### src/rtl/regfile_pkg.sv
`default_nettype none
// ============================================================================
// Module      : regfile_pkg
// Description : Shared types and constants for the register-file writeback
//               scheduler and its scoreboard.
// Revision    : 1.0 - initial release
// ============================================================================
package regfile_pkg;

    localparam int DEF_DATA_WIDTH = 32;
    localparam int DEF_N_WORDS    = 32;
    localparam int DEF_AW         = $clog2(DEF_N_WORDS);

    typedef logic [DEF_AW-1:0]         reg_idx_t;
    typedef logic [DEF_DATA_WIDTH-1:0] word_t;

    localparam reg_idx_t REG_ZERO = '0;

endpackage : regfile_pkg
`default_nettype wire

### src/rtl/regfile_scoreboard.sv
`default_nettype none
// ============================================================================
// Module      : regfile_scoreboard
// Description : Busy vector and pending counter for long-latency destinations,
//               with hazard lookups for the three decode register indices.
// Revision    : 1.0 - initial release
// ============================================================================
module regfile_scoreboard
    import regfile_pkg::*;
#(
    parameter int N_WORDS     = DEF_N_WORDS,
    parameter int MAX_PENDING = 4,
    parameter int AW          = $clog2(N_WORDS)
) (
    input  logic               clk,
    input  logic               rst,
    input  logic               i_set_en,
    input  logic [AW-1:0]      i_set_idx,
    input  logic               i_clr_en,
    input  logic [AW-1:0]      i_clr_idx,
    input  logic [AW-1:0]      i_rs_idx,
    input  logic [AW-1:0]      i_rt_idx,
    input  logic [AW-1:0]      i_rd_idx,
    output logic               o_rs_busy,
    output logic               o_rt_busy,
    output logic               o_rd_busy,
    output logic               o_full,
    output logic [N_WORDS-1:0] o_busy
);

    localparam int            PW     = $clog2(MAX_PENDING + 1);
    localparam logic [AW-1:0] c_zero = AW'(REG_ZERO);

    logic [N_WORDS-1:0] r_busy;
    logic [PW-1:0]      r_pending;
    logic [N_WORDS-1:0] w_busy_next;
    logic               w_do_set;
    logic               w_do_clr;

    function automatic logic lookup(input logic [N_WORDS-1:0] vec,
                                    input logic [AW-1:0]      idx);
        return vec[idx];
    endfunction

    // Only real transitions count, so pending always tracks popcount(busy);
    // a clear to a non-busy register (protocol error) changes nothing.
    assign w_do_set = i_set_en && (i_set_idx != c_zero) && !lookup(r_busy, i_set_idx);
    assign w_do_clr = i_clr_en && lookup(r_busy, i_clr_idx);

    always_comb begin
        w_busy_next = r_busy;
        if (w_do_set) w_busy_next[i_set_idx] = 1'b1;
        if (w_do_clr) w_busy_next[i_clr_idx] = 1'b0;
        w_busy_next[0] = 1'b0;
    end

    always_ff @(posedge clk or posedge rst) begin
        if (rst) begin
            r_busy    <= '0;
            r_pending <= '0;
        end else begin
            r_busy <= w_busy_next;
            case ({w_do_set, w_do_clr})
                2'b10:   r_pending <= r_pending + PW'(1);
                2'b01:   r_pending <= r_pending - PW'(1);
                default: r_pending <= r_pending;
            endcase
        end
    end

    assign o_rs_busy = lookup(r_busy, i_rs_idx);
    assign o_rt_busy = lookup(r_busy, i_rt_idx);
    assign o_rd_busy = lookup(r_busy, i_rd_idx);
    assign o_full    = (r_pending == PW'(MAX_PENDING));
    assign o_busy    = r_busy;

endmodule : regfile_scoreboard
`default_nettype wire

### src/rtl/regfile_wb_scheduler.sv
`default_nettype none
// ============================================================================
// Module      : regfile_wb_scheduler
// Description : Arbitrates the single register-file write port between the
//               pipeline writeback and the LLU, and stalls decode on hazards.
// Revision    : 1.0 - initial release
// ============================================================================
module regfile_wb_scheduler
    import regfile_pkg::*;
#(
    parameter int DATA_WIDTH   = DEF_DATA_WIDTH,
    parameter int N_WORDS      = DEF_N_WORDS,
    parameter int MAX_PENDING  = 4,
    parameter int STARVE_LIMIT = 8,
    parameter int AW           = $clog2(N_WORDS)
) (
    input  logic                  clk,
    input  logic                  rst,
    input  logic                  iss_valid,
    input  logic [AW-1:0]         iss_rs,
    input  logic [AW-1:0]         iss_rt,
    input  logic                  iss_uses_rt,
    input  logic [AW-1:0]         iss_rd,
    input  logic                  iss_wr,
    input  logic                  iss_long,
    output logic                  iss_stall,
    input  logic                  pwb_we,
    input  logic [AW-1:0]         pwb_rd,
    input  logic [DATA_WIDTH-1:0] pwb_d,
    input  logic                  llu_valid,
    input  logic [AW-1:0]         llu_rd,
    input  logic [DATA_WIDTH-1:0] llu_d,
    output logic                  llu_ready,
    output logic                  rf_we,
    output logic [AW-1:0]         rf_rd,
    output logic [DATA_WIDTH-1:0] rf_d,
    output logic [N_WORDS-1:0]    sb_busy
);

    localparam int            SW     = $clog2(STARVE_LIMIT + 1);
    localparam logic [AW-1:0] c_zero = AW'(REG_ZERO);

    logic          r_starve_cnt_unused_guard;
    logic [SW-1:0] r_starve_cnt;
    logic          w_pwb_real;
    logic          w_llu_acc;
    logic          w_starve_force;
    logic          w_rs_busy;
    logic          w_rt_busy;
    logic          w_rd_busy;
    logic          w_full;
    logic          w_iss_acc;

    assign r_starve_cnt_unused_guard = 1'b0;

    // Outputs are gated by rst so the port is quiet for the whole reset pulse.
    assign w_pwb_real = pwb_we && (pwb_rd != c_zero);
    assign llu_ready  = !rst && !w_pwb_real;
    assign w_llu_acc  = llu_valid && llu_ready;

    always_comb begin
        rf_we = 1'b0;
        rf_rd = '0;
        rf_d  = '0;
        if (!rst) begin
            if (w_pwb_real) begin
                rf_we = 1'b1;
                rf_rd = pwb_rd;
                rf_d  = pwb_d;
            end else if (w_llu_acc) begin
                rf_we = (llu_rd != c_zero);
                rf_rd = llu_rd;
                rf_d  = llu_d;
            end
        end
    end

    // Counts consecutive refused LLU cycles; saturation forces decode bubbles.
    always_ff @(posedge clk or posedge rst) begin
        if (rst) begin
            r_starve_cnt <= '0;
        end else if (llu_valid && !llu_ready) begin
            if (r_starve_cnt != SW'(STARVE_LIMIT)) r_starve_cnt <= r_starve_cnt + SW'(1);
        end else begin
            r_starve_cnt <= '0;
        end
    end

    assign w_starve_force = (r_starve_cnt == SW'(STARVE_LIMIT));

    assign iss_stall = !rst && iss_valid &&
                       (w_rs_busy ||
                        (iss_uses_rt && w_rt_busy) ||
                        (iss_wr && w_rd_busy) ||
                        (iss_long && w_full) ||
                        w_starve_force ||
                        r_starve_cnt_unused_guard);

    assign w_iss_acc = iss_valid && !iss_stall;

    regfile_scoreboard #(
        .N_WORDS     (N_WORDS),
        .MAX_PENDING (MAX_PENDING),
        .AW          (AW)
    ) u_scoreboard (
        .clk       (clk),
        .rst       (rst),
        .i_set_en  (w_iss_acc && iss_long && iss_wr),
        .i_set_idx (iss_rd),
        .i_clr_en  (w_llu_acc),
        .i_clr_idx (llu_rd),
        .i_rs_idx  (iss_rs),
        .i_rt_idx  (iss_rt),
        .i_rd_idx  (iss_rd),
        .o_rs_busy (w_rs_busy),
        .o_rt_busy (w_rt_busy),
        .o_rd_busy (w_rd_busy),
        .o_full    (w_full),
        .o_busy    (sb_busy)
    );

endmodule : regfile_wb_scheduler
`default_nettype wire
### config.mk
export PLATFORM = sky130hd
export DESIGN_NAME = regfile_wb_scheduler
export DESIGN_NICKNAME = d
export VERILOG_FILES = /design/src/rtl/regfile_pkg.sv /design/src/rtl/regfile_scoreboard.sv /design/src/rtl/regfile_wb_scheduler.sv
export SDC_FILE = /design/constraint.sdc
export NUM_CORES = 1
export LEC_CHECK = 0
export ABC_AREA = 1
export BUFFER_PORTS_ARGS = -buffer_cell sky130_fd_sc_hd__buf_2
export CORE_MARGIN = 3
export CORE_UTILIZATION = 51
export CTS_BUF_LIST = sky130_fd_sc_hd__clkbuf_16
export DETAILED_ROUTE_END_ITERATION = 10
export PLACE_DENSITY_LB_ADDON = 0.12
export SLEW_MARGIN = 5
export SYNTH_ARGS = -nofsm -noshare
export SYNTH_HDL_FRONTEND = slang
export SYNTH_HIERARCHICAL = 1
export SYNTH_SLANG_ARGS = --single-unit
### constraint.sdc
create_clock -name clk -period 6.1 [get_ports clk]
set_input_delay 0.305 -clock clk [delete_from_list [all_inputs] [get_ports clk]]
set_output_delay 0.305 -clock clk [all_outputs]
set_load 0.01 [all_outputs]
Word-level counts from Yosys, hierarchy flattened
Cells that the tools add are included.
Operators by class
  div/mod/pow operators: 0
  eq/ne operators: 6
  shift-type cells: 0
  reductions and logical operators: 30
  $add $sub $neg: 3
  multiplexer cells: 26
  order comparisons: 6
  multipliers: 0
  bitwise gates (word level): 3
Operators by type and width (count)
  $mux 32: 5
  $and 32x32->32: 1
  $not 32->32: 1
  $or 32x32->32: 1
  $lt 5x6->1 const B: 4
  $bmux 1 s5: 4
  $logic_and 1x1->1: 17
  $mux 5: 3
  $reduce_bool 5->1: 3
  $demux 1 s5: 2
  $ge 5x1->1 const B: 2
  $mux 1: 9
  $mux 4: 2
  $pmux 3 s2: 1
  $logic_not 1->1: 5
  $add 4x1->4 const B: 1
  $eq 4x4->1 const B: 1
  $logic_or 1x1->1: 4
  $ne 4x4->1 const B: 1
  $add 3x1->3 const B: 1
  $eq 3x3->1 const B: 1
  $sub 3x1->3 const B: 1
  $eq 2x1->1 const B: 1
  $eq 2x2->1 const B: 1
  2 further kinds: 2
Word-level totals
  bits in writable memories: 0
  logic and storage cells: 77
  output and inout port bits: 72
  bits in read-only memories: 0
  bits of input ports: 97
  bits in latches: 0
  memories: 0
  flip-flop bits (word level): 38

Depth between registers and ports, before layout
Gate-level depths: netlist (run 1).
  depth in word-level cells: 17
  mapped depth: 27

By module
Netlist (run 1), hierarchy kept.
Modules (own cells, without submodules)
  regfile_scoreboard: sequential area each 850.8 µm², instances 1, cells an instance 682, area each 3968.8 µm²
  regfile_wb_scheduler: sequential area each 100.1 µm², instances 1, cells an instance 181, area each 1059.8 µm²

Worst setup path after synthesis (run 1)
No wires, ideal clock.
  path kind: in2reg
  start: input port iss_rs[0]
  end: register u_scoreboard.r_pending[2]
  stages: 26
  setup time: 0.131 ns
  arrival: 3.337 ns
  path slack: 2.632 ns
  cell sequence: buf_2 -> inv_2 -> clkbuf_1 -> o21ai_0 -> a21oi_1 -> o21ai_0 -> nand3_1 -> nand2_1 -> nand2_1 -> o21ai_1 -> nand3b_1 -> a21oi_1 -> a21oi_1 -> nor2_1 -> inv_1 -> o21bai_1 -> inv_2 -> nand2_1 -> nor2_2 -> buf_4 -> nand3_1 -> ha_1 -> fa_1 -> a21oi_1 -> o21ai_0 -> xor2_1
Between the ends
  longest elaborated chain between the ends: 15
Ends and longest elaborated chain
  from (decl): RTL line regfile_wb_scheduler.sv:20  | input logic [AW-1:0] iss_rs,
  $bmux 1 s5 *: RTL line regfile_scoreboard.sv:42  | return vec[idx];
  $mux 1 (implied by the code) *: RTL line regfile_scoreboard.sv:42
  via w_rs_busy: RTL line regfile_wb_scheduler.sv:48  | logic w_rs_busy;
  $logic_or 1x1->1 *: RTL line regfile_wb_scheduler.sv:92  | (w_rs_busy ||
  $logic_or 1x1->1 *: RTL line regfile_wb_scheduler.sv:93  | (iss_uses_rt && w_rt_busy) ||
  $logic_or 1x1->1 *: RTL line regfile_wb_scheduler.sv:94  | (iss_wr && w_rd_busy) ||
  $logic_or 1x1->1 *: RTL line regfile_wb_scheduler.sv:95  | (iss_long && w_full) ||
  $logic_and 1x1->1 *: RTL line regfile_wb_scheduler.sv:91  | assign iss_stall = !rst && iss_valid &&
  via iss_stall: RTL line regfile_wb_scheduler.sv:26  | output logic iss_stall,
  $logic_not 1->1 *: RTL line regfile_wb_scheduler.sv:99  | assign w_iss_acc = iss_valid && !iss_stall;
  $logic_and 1x1->1 *: RTL line regfile_wb_scheduler.sv:99
  $logic_and 1x1->1 * (2 in a row): RTL line regfile_wb_scheduler.sv:108  | .i_set_en (w_iss_acc && iss_long && iss_wr),
  $logic_and 1x1->1 * (2 in a row): RTL line regfile_scoreboard.sv:47  | assign w_do_set = i_set_en && (i_set_idx != c_zero) && !lookup(r_busy, i_set_idx);
  $eq 2x1->1 / $eq 2x2->1 (equally long branches): RTL line regfile_scoreboard.sv:63  | case ({w_do_set, w_do_clr})
  $pmux 3 s2 / $reduce_bool 2->1 (equally long branches)
  to (signal assigned): RTL line regfile_scoreboard.sv:64  | 2'b10: r_pending <= r_pending + PW'(1);
  to (signal assigned): RTL line regfile_scoreboard.sv:65  | 2'b01: r_pending <= r_pending - PW'(1);
  to (signal assigned): RTL line regfile_scoreboard.sv:66  | default: r_pending <= r_pending;
  to (decl): RTL line regfile_scoreboard.sv:35  | logic [PW-1:0] r_pending;
The timed path passes the listed nets; every way through them passes the cells marked *. The select of a mux whose other input is x is not followed.
A chain may end at the register's enable or synchronous reset.

Final worst setup path (run 1)
  start: input port iss_rd[0]
  end: register u_scoreboard.r_pending[2]
Between the ends
  longest elaborated chain between the ends: 15
Ends and longest elaborated chain
  from (decl): RTL line regfile_wb_scheduler.sv:23  | input logic [AW-1:0] iss_rd,
  $bmux 1 s5 *: RTL line regfile_scoreboard.sv:42
  $mux 1 (implied by the code) *: RTL line regfile_scoreboard.sv:42
  via w_rd_busy: RTL line regfile_wb_scheduler.sv:50  | logic w_rd_busy;
  $logic_and 1x1->1: RTL line regfile_wb_scheduler.sv:94
  $logic_or 1x1->1: RTL line regfile_wb_scheduler.sv:93
  $logic_or 1x1->1: RTL line regfile_wb_scheduler.sv:94
  $logic_or 1x1->1: RTL line regfile_wb_scheduler.sv:95
  $logic_and 1x1->1: RTL line regfile_wb_scheduler.sv:91
  $logic_not 1->1: RTL line regfile_wb_scheduler.sv:99
  $logic_and 1x1->1: RTL line regfile_wb_scheduler.sv:99
  $logic_and 1x1->1 (2 in a row): RTL line regfile_wb_scheduler.sv:108
  $logic_and 1x1->1: RTL line regfile_scoreboard.sv:47
  $logic_and 1x1->1 *: RTL line regfile_scoreboard.sv:47
  $eq 2x1->1 / $eq 2x2->1 (equally long branches): RTL line regfile_scoreboard.sv:63
  $pmux 3 s2 / $reduce_bool 2->1 (equally long branches)
Marks and branches as above.

==> results.yml, run 1 <==
layout:
  layout.cells.non_filler: 1115
  fin_util_pct: 61.77
  syn_to_final_growth_pct: 15.65
  nets: 1086
  antenna_cells: 0
  final_layout_size_suffix_gt1_share_pct: 23.94
clock_tree:
  cts_buffers: 5
  path_clk_slew_ns: 0.06
  cts_setup_buffers: 0
  cts_max_level: 2
  cts.repair.resized: 0
  clock-sinks: 38
  cts_buffer_depth: 2
  tritoncts: "done"
  hold_buffers: 0
  cts_root_buffer: "clkbuf_16"
  insertion_delay_ns: 0.28
timing:
  holdWs_ns: 0.5103
  worst_pin_slew_ns: 0.8285
  rsz0062_at_grt: "false"
  period_needed_ns: 3.857
  slew_headroom_pct: 44.77
  fin_setup_tns_ns: 0
  hold_viol_final: 0
  fmax_mhz: 259.3
  finalCritPeriodShare_pct: 63.22
  maxSlewViolCount: 0
  skew_ns: 0.007198
  setup_viol: 0
power_and_ir_drop:
  powerDensity_nw_per_um2: 167.9
  ir_worst_vdd_mv: 0.2072
  leakage_nw: 2.939
placement:
  dp_hpwl_mm: 13.03
  routabilityCongestion: 1.008
  place_inst: 1107
  io_buffers: 167
setup_path:
  critPathMaxStageDelay_ns: 0.44
  crit_slowest_cell: "buf_2"
  path_delay_family: "buffers and inverters"
  crit_buf_inv: 6
  start_kind: "primary input"
  cp_max_fo: 33
  crit_type: "primary input to flip-flop"
  end_kind: "flip-flop"
  worst_ep_arrival_time_ns: 4.01
  required_ns: 6.26
logic_synthesis:
  netlist_area_um2: 5029
  netlist_instances: 863
  ys_types: 37
  netlist.area_leader.share_pct: 18.91
  synth_fp_nets: 964
  synth_edf_count: 0
  synthFlopType: "dfrtp_1"
  ys_ff_latch: 38
  synth_async_sr_flop_share_pct: 100.0
  yosysSeqAreaShare_pct: 18.91
  avgSynthCellArea_um2: 5.827
  synth_commonest_cells: "219 x nand2_1, 110 x inv_1, 95 x nor2_1"
  ys_top_cells_by_area: "dfrtp_1 19%, nand2_1 16%, nand4_1 8.3%"
  yosys.area.top_type: "dfrtp_1"
  synth_most_common_cell: "nand2_1"
  synth_warnings: 6
die:
  io_pins: 169
  die_h_um: 105.3
  core_um2: 9415
  initial_core_util_pct: 53.41
  rows: 35
  die_w_um: 105.3
  die_area_um2: 11090
job:
  max_cap_violations: 0
drt:
  wl_per_cell_um: 16.39
  vias: 6294
  ant_nets: 0
  via_per_inst: 5.645
  drc: 0
  wl_mm: 18.28
  drt_iter0_drc: 781
  first_pass_iters: 6
global_route:
  grt_first_pass_wirelength_mm: 28.50
  grt_max_degree: 44
  antenna_found_initial: 0
  grt_pass1_vias: 5468
  overflow: 0
  grt_usage_pct: 31.59
run_status:
  status: "complete, no violations"
min_path:
  hold_path.class: "primary input to async pin"
==> path summary, 6_finish.rpt <==
check,slack [ns],end,from,cells past startpoint
max in group asynchronous,5.09,r_starve_cnt[3],rst,2
max,2.24,u_scoreboard/r_pending[2],iss_rd[0],25
min reg2reg,0.54,u_scoreboard/r_pending[2],u_scoreboard/r_pending[2],2
min,0.51,u_scoreboard/o_busy[22],rst,3
max reg2reg,2.34,u_scoreboard/r_pending[2],u_scoreboard/o_busy[26],25
min in group clk,0.54,u_scoreboard/r_pending[2],u_scoreboard/r_pending[2],2
==> cells in the final DEF (no fill, tap or decap), drive strengths merged <==
| cell type | n |
|---|---|
| o31ai | 1 |
| o21ai | 75 |
| nand3 | 59 |
| clkbuf | 5 |
| xnor2 | 1 |
| nor2 | 100 |
| nand4 | 68 |
| fa | 1 |
| a21oi | 74 |
| o211ai | 15 |
| xor2 | 3 |
| ha | 3 |
| mux2 | 1 |
| a21boi | 1 |
| dfrtp | 38 |
| nand3b | 1 |
| o21bai | 1 |
| o21a | 1 |
| inv | 124 |
| nand2 | 223 |
| nor3 | 17 |
| conb | 1 |
| buf | 171 |
| clkinv | 2 |
==> metal layers <==
metal	vias up	wire, um	global-route usage (%)
met5	-	0	0
met4	0	399	10.40
met3	41	1910	4.593
met2	363	8366	49.45
met1	2818	7599	44.62
li1	3072	-	-
==> where the power goes <==
| part | leakage [nW] | switching [mW] | internal (mW) |
|---|---|---|---|
| clock | 0.0750 | 0.102 | 0.150 |
| combinational | 2.49 | 0.251 | 0.130 |
| sequential | 0.377 | 0.0593 | 0.284 |
==> kinds of logic (layout without fill, tap and decap cells) <==
family,Yosys count,count (layout),synth area share [%]
buffers and inverters,179,302,16.90
adder cells (fa/ha/maj),4,4,1.145
AO/OA/AOI/OAI,168,168,17.82
other,1,1,0.07457
multiplexers,1,1,0.2239
AND/OR/NAND/NOR,468,468,44.24
XOR/XNOR,4,4,0.6968
flip-flops,38,38,18.91
==> registers in the layout, indices dropped and copies added (netlist names) <==
register / cells
u_scoreboard/o_busy: 31
r_starve_cnt: 4
u_scoreboard/r_pending: 3
==> area by class of cell <==
| cell class | count | area [um^2] |
|---|---|---|
| clock buffer | 5 | 125.1 |
| clock inverter | 3 | 17.52 |
| fill | 951 | 3600 |
| inverter | 123 | 461.7 |
| multi-input combinational | 646 | 3233 |
| sequential | 38 | 950.9 |
| tap | 129 | 161.4 |
| timing repair buffer | 171 | 865.8 |
==> worst reg2reg max path, stage by stage (launching register included) <==
cell and delay, ns:
dfrtp_1 0.45, inv_1 0.25, a21oi_1 0.10, o21ai_0 0.08, o211ai_1 0.11, nand3_1 0.11, nand2_1 0.08, nand2_1 0.05
o21ai_1 0.06, nand2_1 0.07, nand3b_1 0.09, a21oi_1 0.12, a21oi_1 0.08, nor2_1 0.10, inv_1 0.04, o21bai_1 0.15
inv_2 0.05, nand2_1 0.06, nor2_2 0.08, buf_4 0.32, nand3_1 0.14, ha_1 0.26, fa_1 0.38, a21oi_1 0.14
o21ai_0 0.11, xor2_1 0.15
==> metrics by stage <==
stage | setup WS, ns | total power, mW | instance area, um^2
floorplan | 2.632 | 0.5871 | 5029
global route | 1.753 | 1.038 | 5816
finish | 2.243 | 0.9762 | 5816
CTS | 2.284 | 0.9709 | 5816
detailed placement | 2.007 | 0.7174 | 5673
global placement | 2.125 | 0.7152 | 5673
(Power assumes the default switching activity.)
==> run 2, diff against run 1 <==
ABC_AREA = 0   (was 1)
CORE_UTILIZATION = 46   (was 51)
clock period = 3.3 ns   (was 6.1 ns; I/O delays follow)
==> results.yml, run 2 <==
global_route:
  grt_use_met1_pct: 42.24
  use_met2_pct: 45.26
  grt_max_degree: 74
  gr-max-usage-layer: "met2"
  overflow: 0
  grt_usage_pct: 29.66
  grt_first_pass_wirelength_mm: 26.84
  use_met3_pct: 6.981
  grt_pass1_vias: 5022
  antenna_found_initial: 0
job:
  max_cap_violations: 0
logic_synthesis:
  ys_types: 54
  yosysSeqAreaShare_pct: 20.90
  netlist_instances: 511
  synth_fp_nets: 612
  synth_most_common_cell: "nand3_1"
  synth_warnings: 6
  synth_commonest_cells: "72 x nand3_1, 41 x a31oi_1, 38 x dfrtp_1"
  synth_async_sr_flop_share_pct: 100.0
  netlist_area_um2: 4549
  ys_top_cells_by_area: "dfrtp_1 21%, mux4_2 16%, nand3_1 7.9%"
  synth_edf_count: 0
  netlist.area_leader.share_pct: 20.90
  synthFlopType: "dfrtp_1"
  ys_ff_latch: 38
  avgSynthCellArea_um2: 8.903
  yosys.area.top_type: "dfrtp_1"
clock_tree:
  cts_max_level: 2
  tritoncts: "done"
  cts_buffer_depth: 2
  path_clk_slew_ns: 0.06
  cts_root_buffer: "clkbuf_16"
  cts_buffers: 5
  clock-sinks: 38
  hold_buffers: 0
  insertion_delay_ns: 0.28
layout:
  fillers: 799
  layout.cells.most_common: "buf_2"
  regArea_um2: 957.2
  final_cell_mix: "166 x buf_2, 71 x nand3_1, 69 x buf_4, 40 x a31oi_1, 35 x and2_1"
  design_area_um2: 6037
  syn_to_final_growth_pct: 32.70
  layout.cells.non_filler: 826
  multiInputGateArea_um2: 3363
  antenna_cells: 0
  final_layout_size_suffix_gt1_share_pct: 45.05
  largest_reg_flops: 31
  nets: 797
placement:
  post_dp_cell_area_um2: 5764
  place_inst: 809
  dp_hpwl_mm: 12.61
  io_buffers: 167
  routabilityCongestion: 0.9354
timing:
  slew_headroom_pct: 46.51
  fmax_mhz: 271.4
  rsz0062_at_grt: "true"
  skew_ns: 0.005661
  worst_slack_ns: -0.3842
  period_needed_ns: 3.684
  hold_viol_final: 0
  worst_pin_slew_ns: 0.7993
  maxSlewViolCount: 0
  setup_viol: 3
  finalCritPeriodShare_pct: 111.6
run_status:
  violations: "setup timing"
  status: "finished, violations left"
die:
  initial_core_util_pct: 48.32
  die_area_um2: 11120
  die_h_um: 105.5
  die_w_um: 105.5
  core_um2: 9415
  io_pins: 169
  rows: 35
setup_path:
  start_kind: "flip-flop"
  required_ns: 3.13
  path_delay_family: "multiplexers"
  crit_buf_inv: 9
  path_cells: "mux4_2 -> mux4_2 -> mux2_2 -> a21oi_1 -> nand3_2 -> buf_4 -> buf_6 -> buf_4 -> buf_4 -> buf_4 -> buf_4 -> buf_4 -> buf_4 -> and3_4 -> buf_6"
  cp_max_fo: 4
  crit_type: "flip-flop to output pin"
  crit_slowest_cell: "mux4_2"
  critPathMaxStageDelay_ns: 0.50
  worst_ep_arrival_time_ns: 3.52
  crit_top_cell: "buf_4"
  end_kind: "output pin"
drt:
  wl_mm: 17.23
  drc: 0
  wl_per_cell_um: 20.86
  drt_iter0_drc: 692
  vias: 5482
  via_per_inst: 6.637
  first_pass_iters: 7
  ant_nets: 0
power_and_ir_drop:
  total_power_mw: 2.130
  powerDensity_nw_per_um2: 352.9
  leakage_nw: 2.654
  ir_worst_vdd_mv: 0.2316
min_path:
  hold_path.class: "primary input to async pin"
## run 2: power breakdown
group	switching [mW]	internal (mW)	leakage [nW]
Combinational	0.503	0.528	2.08
Sequential	0.0965	0.541	0.497
Clock	0.185	0.277	0.0750
Total	0.784	1.35	2.65
## run 2: routing by layer
metal	up-vias	part of all wire, %
met4	0	1.8
met3	42	12
met1	2620	40
met5	-	0
met2	402	47
li1	2418	-
## run 2: cell type report
class / instances / share of cell area [%]
Clock buffer: 5 / 2.073
Clock inverter: 3 / 0.2902
Inverter: 8 / 0.4974
Multi-Input combinational cell: 405 / 55.71
Sequential cell: 38 / 15.85
Tap cell: 129 / 2.674
Timing Repair Buffer: 238 / 22.90
## run 2: cells by family after synthesis
logic type,after synthesis,synth area share (%)
adders and majority gates,4,1.265
DFF,38,20.90
and+or+nand+nor,181,22.11
xor gates and xnor gates,5,0.9628
buffers and inverters,68,7.123
AOI/OAI and AO/OA,157,24.56
other,1,0.08243
muxes,57,22.99
## run 2: worst min-delay path, delay by kind of cell
kind / cells / cell delay [ns]
buf+inv: 3 / 0.69
## run 2: metrics by stage
step / hold WS (ns) / setup WS, ns / util, % / TNS (ns)
2_1_floorplan: 0.3065 / -0.2908 / - / -0.5766
3_3_place_gp: 0.4290 / -0.4033 / 61.22 / -0.7873
3_5_place_dp: 0.4286 / -0.5104 / 61.22 / -1.375
4_1_cts: 0.1426 / -0.3493 / 63.60 / -1.001
5_1_grt: 0.2183 / -0.5032 / 64.12 / -1.528
6_report: 0.1811 / -0.3842 / 64.12 / -1.059
## run 2: timing repair
item / CTS / global route
pin swaps: 5 / 4
endpoints found under the setup margin: 3 / 26
resized for setup: 3 / 13
buffers inserted: 9 / 2
## run 2: worst paths after layout
check | slack, ns | endpoint | cells past startpoint | from
setup / recovery | -0.38 | iss_stall | 15 | u_scoreboard/o_busy[14]
hold / removal | 0.18 | r_starve_cnt[3] | 3 | rst
setup reg to reg | -0.34 | u_scoreboard/r_pending[2] | 15 | u_scoreboard/o_busy[14]
hold reg to reg | 0.48 | u_scoreboard/r_pending[2] | 1 | u_scoreboard/r_pending[2]
max in group asynchronous | 2.42 | u_scoreboard/o_busy[6] | 3 | rst
min in group clk | 0.39 | u_scoreboard/o_busy[27] | 4 | llu_rd[3]
==> run 3, diff against run 2 <==
CELL_PAD_IN_SITES_DETAIL_PLACEMENT = 1   (was default)
CELL_PAD_IN_SITES_GLOBAL_PLACEMENT = 1   (was default)
CORE_UTILIZATION = 33   (was 46)
CTS_CLUSTER_SIZE = 40   (was default)
==> results.yml, run 3 (synthesis gave the netlist of run 2 again) <==
clock_tree:
  cts_buffer_depth: 2
  cts_root_buffer: "clkbuf_16"
  cts_buffers: 5
  hold_buffers: 0
  tritoncts: "done"
  insertion_delay_ns: 0.28
  cts_max_level: 2
  clock-sinks: 38
  path_clk_slew_ns: 0.06
global_route:
  overflow: 0
  grt_pass1_vias: 5603
  grt_max_degree: 74
  antenna_found_initial: 0
  grt_first_pass_wirelength_mm: 31.79
  grt_usage_pct: 26.91
drt:
  vias: 5516
  wl_per_cell_um: 24.68
  wl_mm: 21.74
  drc: 0
  via_per_inst: 6.261
  first_pass_iters: 5
  drt_iter0_drc: 459
  ant_nets: 0
job:
  max_cap_violations: 0
timing:
  setup_viol: 8
  slew_headroom_pct: 41.72
  hold_viol_final: 0
  worst_pin_slew_ns: 0.8709
  maxSlewViolCount: 0
  finalCritPeriodShare_pct: 111.8
  fin_setup_tns_ns: -1.042
  fmax_mhz: 271.0
  worst_slack_ns: -0.3901
  period_needed_ns: 3.690
  skew_ns: 0.006305
  rsz0062_at_grt: "true"
layout:
  final_cell_mix: "167 x buf_2, 74 x buf_4, 71 x nand3_1, 41 x a31oi_1"
  final_layout_size_suffix_gt1_share_pct: 46.10
  nets: 805
  antenna_cells: 0
  fin_util_pct: 46.95
  largest_reg_flops: 31
  layout.cells.most_common: "buf_2"
  syn_to_final_growth_pct: 37.76
  fillers: 1626
setup_path:
  rr_worst_depth: 15
  rrSetupSlack_ns: -0.39
  worst_ep_arrival_time_ns: 3.89
  crit_type: "flip-flop to flip-flop"
  rr_endpoint: "u_scoreboard/r_pending[2]"
  end_kind: "flip-flop"
  worstReg2RegStart: "u_scoreboard/o_busy[14]"
  critPathLaunch: "u_scoreboard/o_busy[14]"
  cp_max_fo: 4
  required_ns: 3.50
  start_kind: "flip-flop"
run_status:
  violations: "setup timing"
  status: "finished, violations left"
placement:
  dp_hpwl_mm: 15.43
  routabilityCongestion: 1.014
  io_buffers: 167
  place_ws_ns: -0.4583
power_and_ir_drop:
  powerDensity_nw_per_um2: 369.3
  total_power_mw: 2.315
  ir_worst_vdd_mv: 0.2256
  leakage_nw: 2.745
die:
  die_w_um: 123.4
  initial_core_util_pct: 34.08
  io_pins: 169
  core_um2: 13350
  rows: 42
  die_area_um2: 15230
  die_h_um: 123.4
min_path:
  hold_path.class: "primary input to async pin"
run 3: changes by cell type in the layout (fill, tap and decap cells not counted), moves of 3 or more:
cell / previous run / this run
a2bb2oi_2: 0 / 3
nor3_4: 0 / 3
a2bb2oi_1: 4 / 1
buf_4: 69 / 74
nor3_1: 7 / 3
run 3: report_power, final:
group | switching (mW) | internal (mW)
sequential | 0.0980 | 0.540
clock | 0.206 | 0.431
combinational | 0.534 | 0.505
total | 0.838 | 1.48
run 3: how the worst max path moves through the flow:
| stage | endpoint | cells after the start |
|---|---|---|
| 2_1_floorplan | u_scoreboard/r_pending[2] | 16 |
| 3_3_place_gp | u_scoreboard/r_pending[2] | 16 |
| 3_5_place_dp | u_scoreboard/r_pending[2] | 16 |
| 4_1_cts | u_scoreboard/r_pending[2] | 15 |
| 5_1_grt | u_scoreboard/r_pending[2] | 15 |
| 6_report | u_scoreboard/r_pending[2] | 15 |
run 3: per-stage QoR:
stage	area [um^2]	cells	hold slack (ns)
3_5_place_dp	5873	861	0.3795
6_report	6267	881	0.07759
3_3_place_gp	5873	861	0.3776
5_1_grt	6267	881	0.1103
2_1_floorplan	4596	511	0.3065
4_1_cts	6202	880	0.07408
run 3: area by class of cell:
| class | instances | area [um^2] | area share (%) |
|---|---|---|---|
| clock buffer | 5 | 125.1 | 1.996 |
| clock inverter | 3 | 63.81 | 1.018 |
| inverter | 8 | 30.03 | 0.4791 |
| multi-input combinational | 405 | 3400 | 54.24 |
| sequential | 38 | 954.7 | 15.23 |
| tap | 176 | 220.2 | 3.514 |
| timing repair buffer | 246 | 1474 | 23.52 |
run 3: timing repair:
item / 4_1_cts / 5_1_grt
gates resized for setup: 15 / 12
buffers inserted: 11 / 5
setup endpoints to repair: 15 / 30
gates cloned: 0 / 1
pin swaps: 2 / 8
run 3: worst max-delay path, stage by stage (launching register included):
cell     delay (ns)
dfrtp_1        0.44
mux4_2         0.50
mux4_2         0.49
mux2_4         0.28
a22oi_2        0.18
nand3_2        0.11
a21oi_2        0.18
inv_2          0.06
a41oi_2        0.17
o21a_2         0.21
nand2_4        0.06
ha_4           0.17
fa_2           0.33
xnor2_1        0.13
nor2_1         0.12
xor2_1         0.17
run 3: metal layers:
layer  track usage (%)  vias up  wire length (um)
li1                  -     2439                 -
met1             35.93     2784              8906
met2             45.26      242             10660
met3             5.352       51              1688
met4             5.882        0               482
met5                 0        -                 0
